`src/rtl/uart_rx_drain_ctrl.sv`:
```
// uart_rx_drain_ctrl: pops bytes from the UART receiver FIFO in bursts and forwards them,
// with their parity/framing flags, on a valid/ready stream. A burst starts when the FIFO
// hits its threshold or when a non-empty FIFO has sat idle for TIMEOUT_CYC cycles.
// Also keeps saturating error counters, a sticky overrun flag and a level interrupt.
//
// Build option: define ERR_DROP_EN to discard bytes carrying pe|fre instead of forwarding
// them (they are still popped, counted and charged against the burst limit).
module uart_rx_drain_ctrl #(
  parameter int unsigned TIMEOUT_CYC = 1024,
  parameter int unsigned BURST_MAX   = 16,
  parameter int unsigned CNT_W       = 8
) (
  input  logic             clk,
  input  logic             reset,
  input  logic             ctrl_en,
  input  logic             rx_thr,
  input  logic             rx_empty,
  input  logic             rx_busy,
  input  logic [7:0]       rx_data,
  input  logic             rx_pe,
  input  logic             rx_fre,
  input  logic             rx_ov,
  output logic             rd_en,
  output logic [7:0]       m_data,
  output logic [1:0]       m_err,
  output logic             m_valid,
  input  logic             m_ready,
  output logic             irq,
  input  logic             irq_clr,
  output logic [2:0]       cause,
  output logic [CNT_W-1:0] pe_cnt,
  output logic [CNT_W-1:0] fre_cnt,
  output logic             ov_seen
);

  localparam int unsigned TmoW   = (TIMEOUT_CYC > 1) ? $clog2(TIMEOUT_CYC) : 1;
  localparam int unsigned BurstW = $clog2(BURST_MAX + 1);

  typedef enum logic [1:0] {StIdle, StPop, StCapt, StSend} state_e;

  state_e state_q, state_d;

  logic [TmoW-1:0]   tmo_cnt_q, tmo_cnt_d;
  logic [BurstW-1:0] burst_q, burst_d, burst_inc;
  logic [7:0]        m_data_q, m_data_d;
  logic [1:0]        m_err_q, m_err_d;
  logic [CNT_W-1:0]  pe_cnt_q, pe_cnt_d;
  logic [CNT_W-1:0]  fre_cnt_q, fre_cnt_d;
  logic [2:0]        cause_q, cause_d, cause_set;
  logic              ov_seen_q, ov_seen_d;
  logic              irq_q;

  logic tmo_hit, start, more, capt, err_byte, drop, hs;

  assign tmo_hit   = (tmo_cnt_q == TmoW'(TIMEOUT_CYC - 1));
  assign start     = ctrl_en & ~rx_empty & (rx_thr | tmo_hit);
  assign capt      = (state_q == StCapt);
  assign hs        = (state_q == StSend) & m_ready;
  assign err_byte  = rx_pe | rx_fre;
  assign burst_inc = burst_q + BurstW'(1);
  // Decided on the byte just finished (handshaken or dropped), so compare the incremented count
  assign more      = ctrl_en & ~rx_empty & (burst_inc < BurstW'(BURST_MAX));

`ifdef ERR_DROP_EN
  assign drop = err_byte;
`else
  assign drop = 1'b0;
`endif

  // FSM state register
  always_ff @(posedge clk) begin
    if (reset) state_q <= StIdle;
    else       state_q <= state_d;
  end

  // FSM next-state logic
  always_comb begin
    state_d = state_q;
    unique case (state_q)
      StIdle: if (start) state_d = StPop;
      // Only reachable with a non-empty FIFO; the empty guard is defensive
      StPop:  state_d = rx_empty ? StIdle : StCapt;
      StCapt: begin
        if (drop) state_d = more ? StPop : StIdle;
        else      state_d = StSend;
      end
      StSend: if (m_ready) state_d = more ? StPop : StIdle;
      default: state_d = StIdle;
    endcase
  end

  // FSM outputs: pop strobe and stream valid
  always_comb begin
    rd_en   = (state_q == StPop) & ~rx_empty;
    m_valid = (state_q == StSend);
  end

  // Timeout counter next state: runs only while idle with a quiet, non-empty FIFO
  always_comb begin
    tmo_cnt_d = tmo_cnt_q;
    if ((state_q != StIdle) || rx_empty || rx_busy) tmo_cnt_d = '0;
    else if (!tmo_hit)                              tmo_cnt_d = tmo_cnt_q + TmoW'(1);
  end

  // Burst counter next state
  always_comb begin
    burst_d = burst_q;
    if ((state_q == StIdle) && start) burst_d = '0;
    else if (hs || (capt && drop))    burst_d = burst_inc;
  end

  // Capture path and saturating error counters
  always_comb begin
    m_data_d  = m_data_q;
    m_err_d   = m_err_q;
    pe_cnt_d  = pe_cnt_q;
    fre_cnt_d = fre_cnt_q;
    if (capt) begin
      m_data_d = rx_data;
`ifdef ERR_DROP_EN
      m_err_d  = 2'b00;
`else
      m_err_d  = {rx_pe, rx_fre};
`endif
      if (rx_pe && (pe_cnt_q != {CNT_W{1'b1}}))   pe_cnt_d  = pe_cnt_q + CNT_W'(1);
      if (rx_fre && (fre_cnt_q != {CNT_W{1'b1}})) fre_cnt_d = fre_cnt_q + CNT_W'(1);
    end
  end

  // Interrupt causes and overrun flag; a set in the same cycle as irq_clr wins
  always_comb begin
    cause_set[0] = (state_q == StIdle) & start & rx_thr;
    cause_set[1] = (state_q == StIdle) & start & ~rx_thr;
    cause_set[2] = capt & err_byte;
    cause_d      = (cause_q & ~{3{irq_clr}}) | cause_set;
    ov_seen_d    = (ov_seen_q & ~irq_clr) | rx_ov;
  end

  // Datapath and status registers
  always_ff @(posedge clk) begin
    if (reset) begin
      tmo_cnt_q <= '0;
      burst_q   <= '0;
      m_data_q  <= '0;
      m_err_q   <= '0;
      pe_cnt_q  <= '0;
      fre_cnt_q <= '0;
      cause_q   <= '0;
      ov_seen_q <= 1'b0;
      irq_q     <= 1'b0;
    end else begin
      tmo_cnt_q <= tmo_cnt_d;
      burst_q   <= burst_d;
      m_data_q  <= m_data_d;
      m_err_q   <= m_err_d;
      pe_cnt_q  <= pe_cnt_d;
      fre_cnt_q <= fre_cnt_d;
      cause_q   <= cause_d;
      ov_seen_q <= ov_seen_d;
      irq_q     <= (|cause_q) | ov_seen_q;
    end
  end

  assign m_data  = m_data_q;
  assign m_err   = m_err_q;
  assign cause   = cause_q;
  assign irq     = irq_q;
  assign pe_cnt  = pe_cnt_q;
  assign fre_cnt = fre_cnt_q;
  assign ov_seen = ov_seen_q;

endmodule

```
`config.mk`:
```
export PLATFORM = sky130hd
export DESIGN_NAME = uart_rx_drain_ctrl
export DESIGN_NICKNAME = d
export VERILOG_FILES = /design/src/rtl/uart_rx_drain_ctrl.sv
export SDC_FILE = /design/constraint.sdc
export NUM_CORES = 1
export LEC_CHECK = 0
export CORE_MARGIN = 5
export CORE_UTILIZATION = 35
export CTS_BUF_LIST = sky130_fd_sc_hd__clkbuf_4
export CTS_CLUSTER_SIZE = 10
export DETAILED_ROUTE_END_ITERATION = 10
export MAX_ROUTING_LAYER = met4
export PLACE_DENSITY = 0.59
export SETUP_SLACK_MARGIN = 0.3
export SYNTH_ARGS = -nofsm -noshare
export SYNTH_HDL_FRONTEND = slang
export SYNTH_SLANG_ARGS = --single-unit
```
`constraint.sdc`:
```
create_clock -name clk -period 1.79 [get_ports clk]
set_input_delay 0.4475 -clock clk [delete_from_list [all_inputs] [get_ports clk]]
set_output_delay 0.4475 -clock clk [all_outputs]
set_load 0.02 [all_outputs]
```
# After elaboration in Yosys (flattened, before gate mapping)
# Cells that the tools add are included.
[totals] regBits=48 latchBits=0 mem_bits_rw=0 rom_bits=0 input_bits=19 out_inout_bits=33 n_memories=0
[op_classes] add_sub_neg=4 multipliers=0 n_div=0 n_lt_le_gt_ge=1 eq_ne=8 shift=0 muxes=5 n_bitwise=20 n_reduce_logical=13
[op_table] cell="$add A8 B1 Y8 const B" n=2
[op_table] cell="$ne A8 B8 Y1 const B" n=2
[op_table] cell="$add A10 B1 Y10 const B" n=1
[op_table] cell="$and A1 B1 Y1" n=10
[op_table] cell="$eq A10 B10 Y1 const B" n=1
[op_table] cell="$pmux W2 S4" n=1
[op_table] cell="$mux W2" n=3
[op_table] cell="$reduce_and A2 Y1" n=3
[op_table] cell="$add A5 B1 Y5 const B" n=1
[op_table] cell="$lt A5 B5 Y1 const B" n=1
[op_table] cell="$eq A2 B2 Y1 const B" n=2
[op_table] cell="$or A1 B1 Y1" n=4
[op_table] cell="$reduce_or A2 Y1" n=2
[op_table] cell="$and A3 B3 Y3" n=1
[op_table] cell="$logic_and A1 B1 Y1" n=3
[op_table] cell="$not A1 Y1" n=3
[op_table] cell="$not A3 Y3" n=1
[op_table] cell="$or A3 B3 Y3" n=1
[op_table] cell="$reduce_or A3 Y1" n=1
[op_table] cell="$eq A2 B1 Y1 const B" n=1
[op_table] cell="$logic_not A2 Y1" n=1
[op_table] cell="$logic_or A1 B1 Y1" n=2
[op_table] cell="$ne A2 B1 Y1 const B" n=1
[op_table] cell="$ne A2 B2 Y1 const B" n=1
[op_table] cell="2 further kinds" n=2

# Logic depth before layout (Yosys ltp)
# Gate-level depths: netlist of run 1.
[logic_depth] word_depth=6 ltp_mapped=5 mapped_depth_nobuf=5

# Worst setup path after synthesis of run 1
# No wires, ideal clock.
[synth_path] path_kind="reg2reg" from="register fre_cnt_q[0] (netlist: fre_cnt[0])" to="register fre_cnt_q[1] (netlist: fre_cnt[1])" arrival_ns=1.494 slack_ns=0.168 stages_incl_launch_ff=6 period_less_slack_ns=1.622 path_cell_list="dfxtp_1 ha_1 nand4_1 o21ai_0 mux2i_1 nor2_1"
[synth_between] elab_chain_len=3 elab_cells_between_ends=4 classes_between="add/sub (1); eq/ne (1); reduce/logical (2)"
[synth_rtl] item="from (decl)" line="48" text="logic [CNT_W-1:0] fre_cnt_q, fre_cnt_d;"
[synth_rtl] item="from (signal assigned)" line="157" text="fre_cnt_q <= fre_cnt_d;"
[synth_rtl] item="parallel branches: the longest is 3 deep, another holds $add A8 B1 Y8"
# Several ways; the timed one is not identified.
# A chain may end at the register's enable or synchronous reset.

# Final worst setup path of run 1
[layout_path] from="register tmo_cnt_q[0]" to="register state_q[0]"
[layout_between] elab_chain_len=5
[layout_rtl] item="from (decl)" line="43" text="logic [TmoW-1:0] tmo_cnt_q, tmo_cnt_d;"
[layout_rtl] item="from (signal assigned)" line="152" text="tmo_cnt_q <= tmo_cnt_d;"
[layout_rtl] item="$eq A10 B10 Y1" line="55" text="assign tmo_hit = (tmo_cnt_q == TmoW'(TIMEOUT_CYC - 1));"
[layout_rtl] item="$or A1 B1 Y1" line="56" text="assign start = ctrl_en & ~rx_empty & (rx_thr | tmo_hit);"
[layout_rtl] item="$and A1 B1 Y1" line="56"
[layout_rtl] item="$ne A2 B2 Y1 (no line)"
[layout_rtl] item="$reduce_and A2 Y1 (no line)"
[layout_rtl] item="to (signal assigned)" line="72" text="if (reset) state_q <= StIdle;"
[layout_rtl] item="to (signal assigned)" line="73" text="else state_q <= state_d;"
[layout_rtl] item="to (decl)" line="41" text="state_e state_q, state_d;"
# Every way passes these cells.

==> results of run 1 <==
[cells in the final DEF (no fill, tap or decap), drive strengths merged, types with 9 or more instances in the layout]
cell,netlist,layout
dfxtp,48,48
clkdlybuf4s50,0,17
nand3,15,15
clkbuf,9,14
mux2i,9,9
nand2,32,32
clkdlybuf4s15,0,9
nor2,34,34
a21oi,16,16
a31oi,10,10
buf,3,50
[logic make-up after synthesis]
kind of cell               after synthesis  synth area share
DFF                                     48             0.455
and+or+nand+nor                        115             0.264
muxes                                   10            0.0480
AOI/OAI and AO/OA                       41             0.120
xor gates and xnor gates                13            0.0539
buffers and inverters                   16            0.0361
adders and majority gates                4            0.0237
[synthesized netlist by cell type (all sizes together)]
library cell and n:
a211oi 3, a21oi 16, a31oi 10, a32oi 1
a41oi 1, and2 2, and3 3, and3b 1
and4 3, and4b 2, buf 3, clkbuf 9
dfxtp 48, ha 4, inv 4, mux2 1
mux2i 9, nand2 32, nand2b 3, nand3 15
nand3b 1, nand4 8, nor2 34, nor2b 2
nor3 4, nor3b 1, nor4 2, o2111ai 1
o211ai 1, o21ai 3, o21bai 3, o22ai 1
o32a 1, or4 1, or4b 1, xnor2 7
xor2 6
[worst max-delay path: stages, from the launching register on]
cell and delay (ns):
sky130_fd_sc_hd__dfxtp_4 0.38, sky130_fd_sc_hd__ha_4 0.13, sky130_fd_sc_hd__and4_4 0.23, sky130_fd_sc_hd__a31oi_2 0.11
sky130_fd_sc_hd__or4b_1 0.48, sky130_fd_sc_hd__o22ai_1 0.15
[worst paths after layout]
check / to / cells after the start
min reg2reg: m_data[0] / 2
max: state_q[0] / 5
min: m_data[0] / 2
max reg2reg: state_q[0] / 5
[stage by stage]
stage               power, W  TNS, ns   util
floorplan            0.00117        0      -
global placement     0.00127   -0.826  0.487
detailed placement   0.00127   -0.887  0.487
CTS                  0.00175        0  0.510
global route         0.00180        0  0.509
finish               0.00171        0  0.509
[routing by layer]
metal / global-route usage / part of all wire / wire (microns)
met1: 0.169 / 0.46 / 2370
met2: 0.230 / 0.48 / 2480
met3: 0.0329 / 0.055 / 283
met4: 0.0293 / 0.0089 / 46
met5: - / 0 / 0
[flip-flops by register name, indices dropped and copies added, names as in the netlist, named ones only]
register	cells
state_q	1
pe_cnt	8
tmo_cnt_q	10
m_err	2
m_data	8
cause	3
ov_seen	1
burst_q	5
irq	1
fre_cnt	8
[power by group through the flow]
stage / registers (W) / clock network, W / logic [W]
5_1_grt: 0.00107 / 0.000558 / 0.000171
3_5_place_dp: 0.00111 / 0 / 0.000160
4_1_cts: 0.00108 / 0.000506 / 0.000159
3_3_place_gp: 0.00111 / 0 / 0.000160
6_report: 0.00107 / 0.000486 / 0.000159
2_1_floorplan: 0.00112 / 0 / 0.0000492
[cell type report]
class	count	area [sq um]
tap	75	93.8
multi-input combinational	183	1140
fill	578	2890
timing repair buffer	85	669
clock buffer	6	45.0
clock inverter	1	5.00
inverter	4	15.0
sequential	48	1030
[what timing repair did]
item | in CTS | in global routing
pin swaps | 2 | 5
gates resized for setup | 112 | 56
buffers inserted | 4 | 5
endpoints found under the setup margin | 37 | 53
==> run metrics, run 1 <==
status finished clean; max_slew headroom 0.726; min-delay src m_data[0]; count of state elements after synthesis 48; Total Die Area 0.00769 sq mm; Die Wd 87.7 microns; beginning of the critical path tmo_cnt_q[0]; Peak VDD IR 324 uV; total standard cell area after synthesis 0.00211 sq mm; initial antenna violation count 0; Design Area, Final 0.00300 sq mm; effective utilization at floorplan 0.359; time the worst path needs with I/O delays and setup 1.54 ns; largest area contributor in the synthesized netlist sky130_fd_sc_hd__dfxtp_1; combinational power share 0.092; Clk pin slew, worst setup/hold paths 0.13 ns; I/O Buffers 51; Global Route Usage Sum 0.138; WS Path Type reg2reg; count of synthesis-stage warnings from yosys 0; setup slack on the worst flop-to-flop path 0.25 ns; Root Buffer sky130_fd_sc_hd__clkbuf_4; total vias in the final route 2,027; number of sinks on the clock net 48; Arr. time, crit path 1.83 ns; Die Ht 87.7 microns; final WL 5.18 mm; Post-CTS Hold Buffers 0; final clock skew 0.0174 ns; via count of the first global-routing pass 1,825; area share of the largest cell type after synthesis 0.455; relative contribution of the clock network to total power 0.283; post-placement cell count 386; crit-path max FO 4; max-cap violations 0; dominant cells by area after synthesis sky130_fd_sc_hd__dfxtp_1 45%, sky130_fd_sc_hd__nor2_1 6.0%, sky130_fd_sc_hd__nand2_1 5.7%; mean post-synth cell area 8.56 sq um; final worst-path setup slack 0.245 ns; Cell Rows 28; Seq pwr share 0.624; count of antenna diodes in the layout 0; total cell area at the placement stage 0.00286 sq mm; # setup viols final 0; clock tree from TritonCTS done; Area Overhead vs Synth 41.8%; net switching power 0.000407 W; clk_lat worst skew 0.36 ns; Distinct cells, synth 39; Boundary Pins 52; post-route DRC violation count 0; final net count 350; PD cells 572 mW/mm^2; CTS buffer count 5; sequential cell area fraction in the yosys report 0.455; sum of net half-perimeters after detailed placement 3.75 mm; Int Power 0.00131 W; number of pins exceeding their max-slew limit in the final report 0; first-pass GRT wire length 8.25 mm; worst setup timing slack at the placement stage -0.358 ns; cell leakage power 1.22 nW; fraction of the cycle the final worst path needs 0.863; nets in the synthesized netlist 270; number of hold violations in the final report 0; Hold WS 0.461 ns; layout cells sized above 1 0.346; unrepaired setup endpoints after global routing true; data required time at the worst endpoint 2.08 ns; maximum clock path buffer count 2; Worst setup EP type flip-flop; count of mapped cells out of synthesis 247; Crit Reg-Reg Startpoint tmo_cnt_q[0]; worst-margin pin slew 0.411 ns; mean number of vias per cell 5.04; maximum number of pins on one net before global-route repair 25; non-filler instance count after layout 402; routed wirelength normalized by instance count 12.9 microns; Iter 0 DRT Violations 79; grt ovf 0; Worst setup SP type flip-flop; timing-limited maximum frequency 647 MHz; switching power share of the total 0.237; Detailed Routing Iterations Pass 1 4; antenna-violating nets left 0; Hold Path Class reg2reg; routability cong. 0.800; standard cell core area 0.00589 sq mm; count of H-tree levels built during CTS 2
(Power assumes the default switching activity.)
==> inputs of run 2 (changes only) <==
SKIP_CTS_REPAIR_TIMING = 1   (was unset)
==> run metrics, run 2 (synthesis gave the netlist of run 1 again) <==
status finished clean; post-route DRC violation count 0; worst reg2reg path endpoint state_q[0]; WS Path Type reg2out; cell leakage power 1.49 nW; total vias in the final route 2,008; routed wirelength normalized by instance count 12.7 microns; hold-critical path endpoint m_data[0]; Global Route Usage Sum 0.136; CTS buffer count 5; Crit Reg-Reg Startpoint tmo_cnt_q[0]; Root Buffer sky130_fd_sc_hd__clkbuf_4; worst r2r path cells 5; time the worst path needs with I/O delays and setup 1.62 ns; fraction of the cycle the final worst path needs 0.903; clk_lat worst skew 0.35 ns; mean number of vias per cell 5.02; max_slew headroom 0.735; maximum clock path buffer count 2; unrepaired setup endpoints after global routing true; initial antenna violation count 0; max-cap violations 0; data required time at the worst endpoint 1.34 ns; I/O Buffers 51; crit-path max FO 4; via count of the first global-routing pass 1,788; antenna-violating nets left 0; final net count 348; min-delay src m_data[0]; effective utilization at floorplan 0.359; setup slack on the worst flop-to-flop path 0.23 ns; PD cells 574 mW/mm^2; worst-margin pin slew 0.397 ns; delay contributed by the slowest stage of the critical path 0.38 ns; worst setup timing slack at the placement stage -0.358 ns; Iter 0 DRT Violations 68; first-pass GRT wire length 8.14 mm; commonest non-fill, non-tap cells in the layout 33 x sky130_fd_sc_hd__nor2_1, 32 x sky130_fd_sc_hd__nand2_1, 32 x sky130_fd_sc_hd__dfxtp_1; Cell Rows 28; Clk pin slew, worst setup/hold paths 0.12 ns; Hold WS 0.460 ns; register with the most flip-flops tmo_cnt_q; routability cong. 0.800; layout cells sized above 1 0.262; final clock skew 0.0105 ns; count of H-tree levels built during CTS 2; sum of net half-perimeters after detailed placement 3.75 mm; clock tree from TritonCTS done; Critical-path top delay cell sky130_fd_sc_hd__dfxtp_4; grt ovf 0; number of sinks on the clock net 48; timing-limited maximum frequency 619 MHz; # setup viols final 0; chain of cells forming the critical path nor3b_2 > dlymetal6s2s_1; Detailed Routing Iterations Pass 1 4; commonest non-fill, non-tap cell in the layout sky130_fd_sc_hd__nor2_1; Area Overhead vs Synth 42.3%; Die Wd 87.7 microns; Hold Path Class reg2reg; final WL 5.10 mm; number of flip-flops under the largest register name 10; count of antenna diodes in the layout 0; final worst-path setup slack 0.173 ns; Arr. time, crit path 1.17 ns; number of pins exceeding their max-slew limit in the final report 0; Worst Hold Path Cells 2; maximum number of pins on one net before global-route repair 25; Die Ht 87.7 microns; standard cell core area 0.00589 sq mm; Design Area, Final 0.00301 sq mm; Boundary Pins 52; Total Die Area 0.00769 sq mm; Worst setup SP type flip-flop; total cell area at the placement stage 0.00286 sq mm; Peak VDD IR 340 uV; Worst setup EP type output port; number of hold violations in the final report 0
-- run 2: cell count changes in the layout (fill, tap and decap cells not counted), sizes merged --
cell	change
dlymetal6s2s	+17
clkdlybuf4s15	-9
clkbuf	+7
buf	-17
-- run 2: worst max path at each step --
stage | from | endpoint | slack (ns) | depth (start not counted)
global placement | rx_empty | rd_en | -0.35 | 3
detailed placement | rx_empty | rd_en | -0.36 | 3
floorplan | fre_cnt[0] | fre_cnt[1] | 0.27 | 5
CTS | rx_empty | rd_en | -0.37 | 3
global route | state_q[0] | rd_en | 0.09 | 2
finish | flip-flop | rd_en | 0.17 | 2
-- run 2: worst max-delay path, delay by kind of cell, from the launching register on --
kind / cells / cell delay [ns]
simple gates: 1 / 0.20
flops: 1 / 0.38
buf+inv: 1 / 0.25
-- run 2: per-layer routing --
layer / vias up / global-route usage / wire length [microns]
met2: 47 / 0.225 / 2470
li1: 1019 / - / -
met3: 4 / 0.0329 / 314
met5: - / - / 0
met1: 938 / 0.168 / 2260
met4: 0 / 0.0293 / 46
-- run 2: through the flow --
stage / cells / power [W] / setup TNS [ns] / util
floorplan: 247 / 0.00117 / 0 / -
global placement: 386 / 0.00127 / -0.826 / 0.487
detailed placement: 386 / 0.00127 / -0.887 / 0.487
CTS: 393 / 0.00176 / -2.03 / 0.495
global route: 400 / 0.00182 / 0 / 0.511
finish: 400 / 0.00173 / 0 / 0.511
-- run 2: power by group --
group	switching [W]	internal, W	leakage (nW)
Clock	0.000318	0.000161	0.0315
Combinational	0.0000721	0.0000907	1.06
Sequential	0.00000862	0.00108	0.397
-- run 2: final cells by class --
cell class | instances | area, sq um
timing repair buffer | 83 | 726
clock buffer | 6 | 45.0
tap | 75 | 93.8
clock inverter | 1 | 5.00
multi-input combinational | 183 | 1130
fill | 580 | 2880
sequential | 48 | 991
inverter | 4 | 15.0
==> inputs of run 3 (changes only) <==
CORE_MARGIN = 2   (was 5)
PLACE_DENSITY = unset   (was 0.59)
==> run metrics, run 3 (synthesis gave the netlist of run 1 again) <==
effective utilization at floorplan 0.359; number of hold violations in the final report 0; Critical-path top delay cell sky130_fd_sc_hd__clkdlybuf4s50_1; crit-path max FO 2; Worst Hold Path Cells 2; final WL 5.03 mm; post-placement cell count 388; total vias in the final route 1,989; antenna-violating nets left 0; Peak VDD IR 283 uV; Hold Path Class reg2reg; switching power share of the total 0.224; Root Buffer sky130_fd_sc_hd__clkbuf_4; register cell area after layout 991 sq um; Boundary Pins 52; combinational power share 0.086; number of sinks on the clock net 48; worst r2r path cells 5; worst reg2reg path endpoint state_q[0]; mean number of vias per cell 4.97; Total Die Area 0.00668 sq mm; first-pass GRT wire length 7.93 mm; routed wirelength normalized by instance count 12.6 microns; Crit Reg-Reg Startpoint tmo_cnt_q[0]; # setup viols final 0; hold-critical path endpoint m_data[4]; count of antenna diodes in the layout 0; relative contribution of the clock network to total power 0.343; Worst setup SP type input port; Design Area, Final 0.00306 sq mm; PD cells 622 mW/mm^2; Detailed Routing Iterations Pass 1 4; unrepaired setup endpoints after global routing true; commonest non-fill, non-tap cell in the layout sky130_fd_sc_hd__nor2_1; commonest non-fill, non-tap cells in the layout 33 x sky130_fd_sc_hd__nor2_1, 32 x sky130_fd_sc_hd__dfxtp_1, 31 x sky130_fd_sc_hd__nand2_1, 31 x sky130_fd_sc_hd__buf_4, 18 x sky130_fd_sc_hd__clkdlybuf4s50_1; non-filler instance count after layout 400; data required time at the worst endpoint 1.34 ns; Worst setup EP type output port; time the worst path needs with I/O delays and setup 1.70 ns; WS Path Type in2out; Die Wd 81.7 microns; I/O Buffers 51; number of pins exceeding their max-slew limit in the final report 0; worst-margin pin slew 0.429 ns; max-cap violations 0; maximum clock path buffer count 2; routability cong. 0.824; number of flip-flops under the largest register name 10; Hold WS 0.461 ns; post-route DRC violation count 0; initial antenna violation count 0; final net count 347; Global Route Usage Sum 0.155; CTS buffer count 5; net switching power 0.000426 W; Arr. time, crit path 1.25 ns; beginning of the critical path rx_empty; via count of the first global-routing pass 1,789; max_slew headroom 0.714; sum of net half-perimeters after detailed placement 3.59 mm; setup slack on the worst flop-to-flop path 0.19 ns; clk_lat worst skew 0.36 ns; standard cell core area 0.00589 sq mm; Die Ht 81.7 microns; number of fillers in the final layout 585; layout cells sized above 1 0.280; cell leakage power 1.48 nW; min-delay src m_data[4]; register with the most flip-flops tmo_cnt_q; Iter 0 DRT Violations 57; Int Power 0.00148 W; grt ovf 0; delay contributed by the slowest stage of the critical path 0.44 ns; Clk pin slew, worst setup/hold paths 0.12 ns; Cell Rows 28; status finished clean; count of H-tree levels built during CTS 2; chain of cells forming the critical path clkdlybuf4s50_1 > nor3b_2 > buf_4; timing-limited maximum frequency 588 MHz; clock tree from TritonCTS done; combined area of the multi-input logic cells 0.00116 sq mm; Area Overhead vs Synth 44.8%; final clock skew 0.0226 ns; Seq pwr share 0.571; fraction of the cycle the final worst path needs 0.950; maximum number of pins on one net before global-route repair 18; total cell area at the placement stage 0.00289 sq mm
run 3: changes by cell type in the layout (fill, tap and decap cells not counted), sizes merged:
cell	before	now
clkdlybuf4s50	17	18
dlymetal6s2s	18	16
bufinv	0	1
run 3: final cells by class:
class | count | share of cell area
Tap cell | 75 | 0.0307
Multi-Input combinational cell | 183 | 0.379
Timing Repair Buffer | 82 | 0.235
Clock inverter | 2 | 0.0115
Sequential cell | 48 | 0.324
Inverter | 4 | 0.00491
Clock buffer | 6 | 0.0147
run 3: power by group through the flow:
stage          clock network, W  logic [W]  registers (W)
3_5_place_dp                  0   0.000163        0.00111
6_report               0.000653   0.000164        0.00109
3_3_place_gp                  0   0.000163        0.00111
2_1_floorplan                 0  0.0000492        0.00112
5_1_grt                0.000718   0.000178        0.00109
4_1_cts                0.000679   0.000164        0.00109
run 3: per-layer routing:
layer,GRT usage,part of all wire,vias to the layer above
met5,-,0,-
met4,0.0450,0.0092,0
met3,0.0330,0.041,5
met2,0.257,0.48,33
met1,0.189,0.46,923
li1,-,-,1028
run 3: worst max path at each step:
stage / end / slack, ns / cells after the start
finish: rd_en / 0.09 / 3
floorplan: fre_cnt[1] / 0.27 / 5
global route: rd_en / 0.03 / 3
detailed placement: rd_en / -0.38 / 3
global placement: rd_en / -0.35 / 3
CTS: rd_en / -0.38 / 3
run 3: critical path, delay by kind of cell:
family,cells,cell delay [ns]
buf+inv,2,0.61
simple gates,1,0.20
run 3: per-stage QoR:
step / power [W] / utilization / setup slack [ns] / setup TNS [ns]
after detailed placement: 0.00128 / 0.491 / -0.377 / -1.14
after floorplan: 0.00117 / - / 0.271 / 0
final: 0.00190 / 0.520 / 0.0904 / 0
after global routing: 0.00198 / 0.520 / 0.0310 / 0
after CTS: 0.00193 / 0.505 / -0.383 / -2.15
after global placement: 0.00128 / 0.491 / -0.350 / -0.852
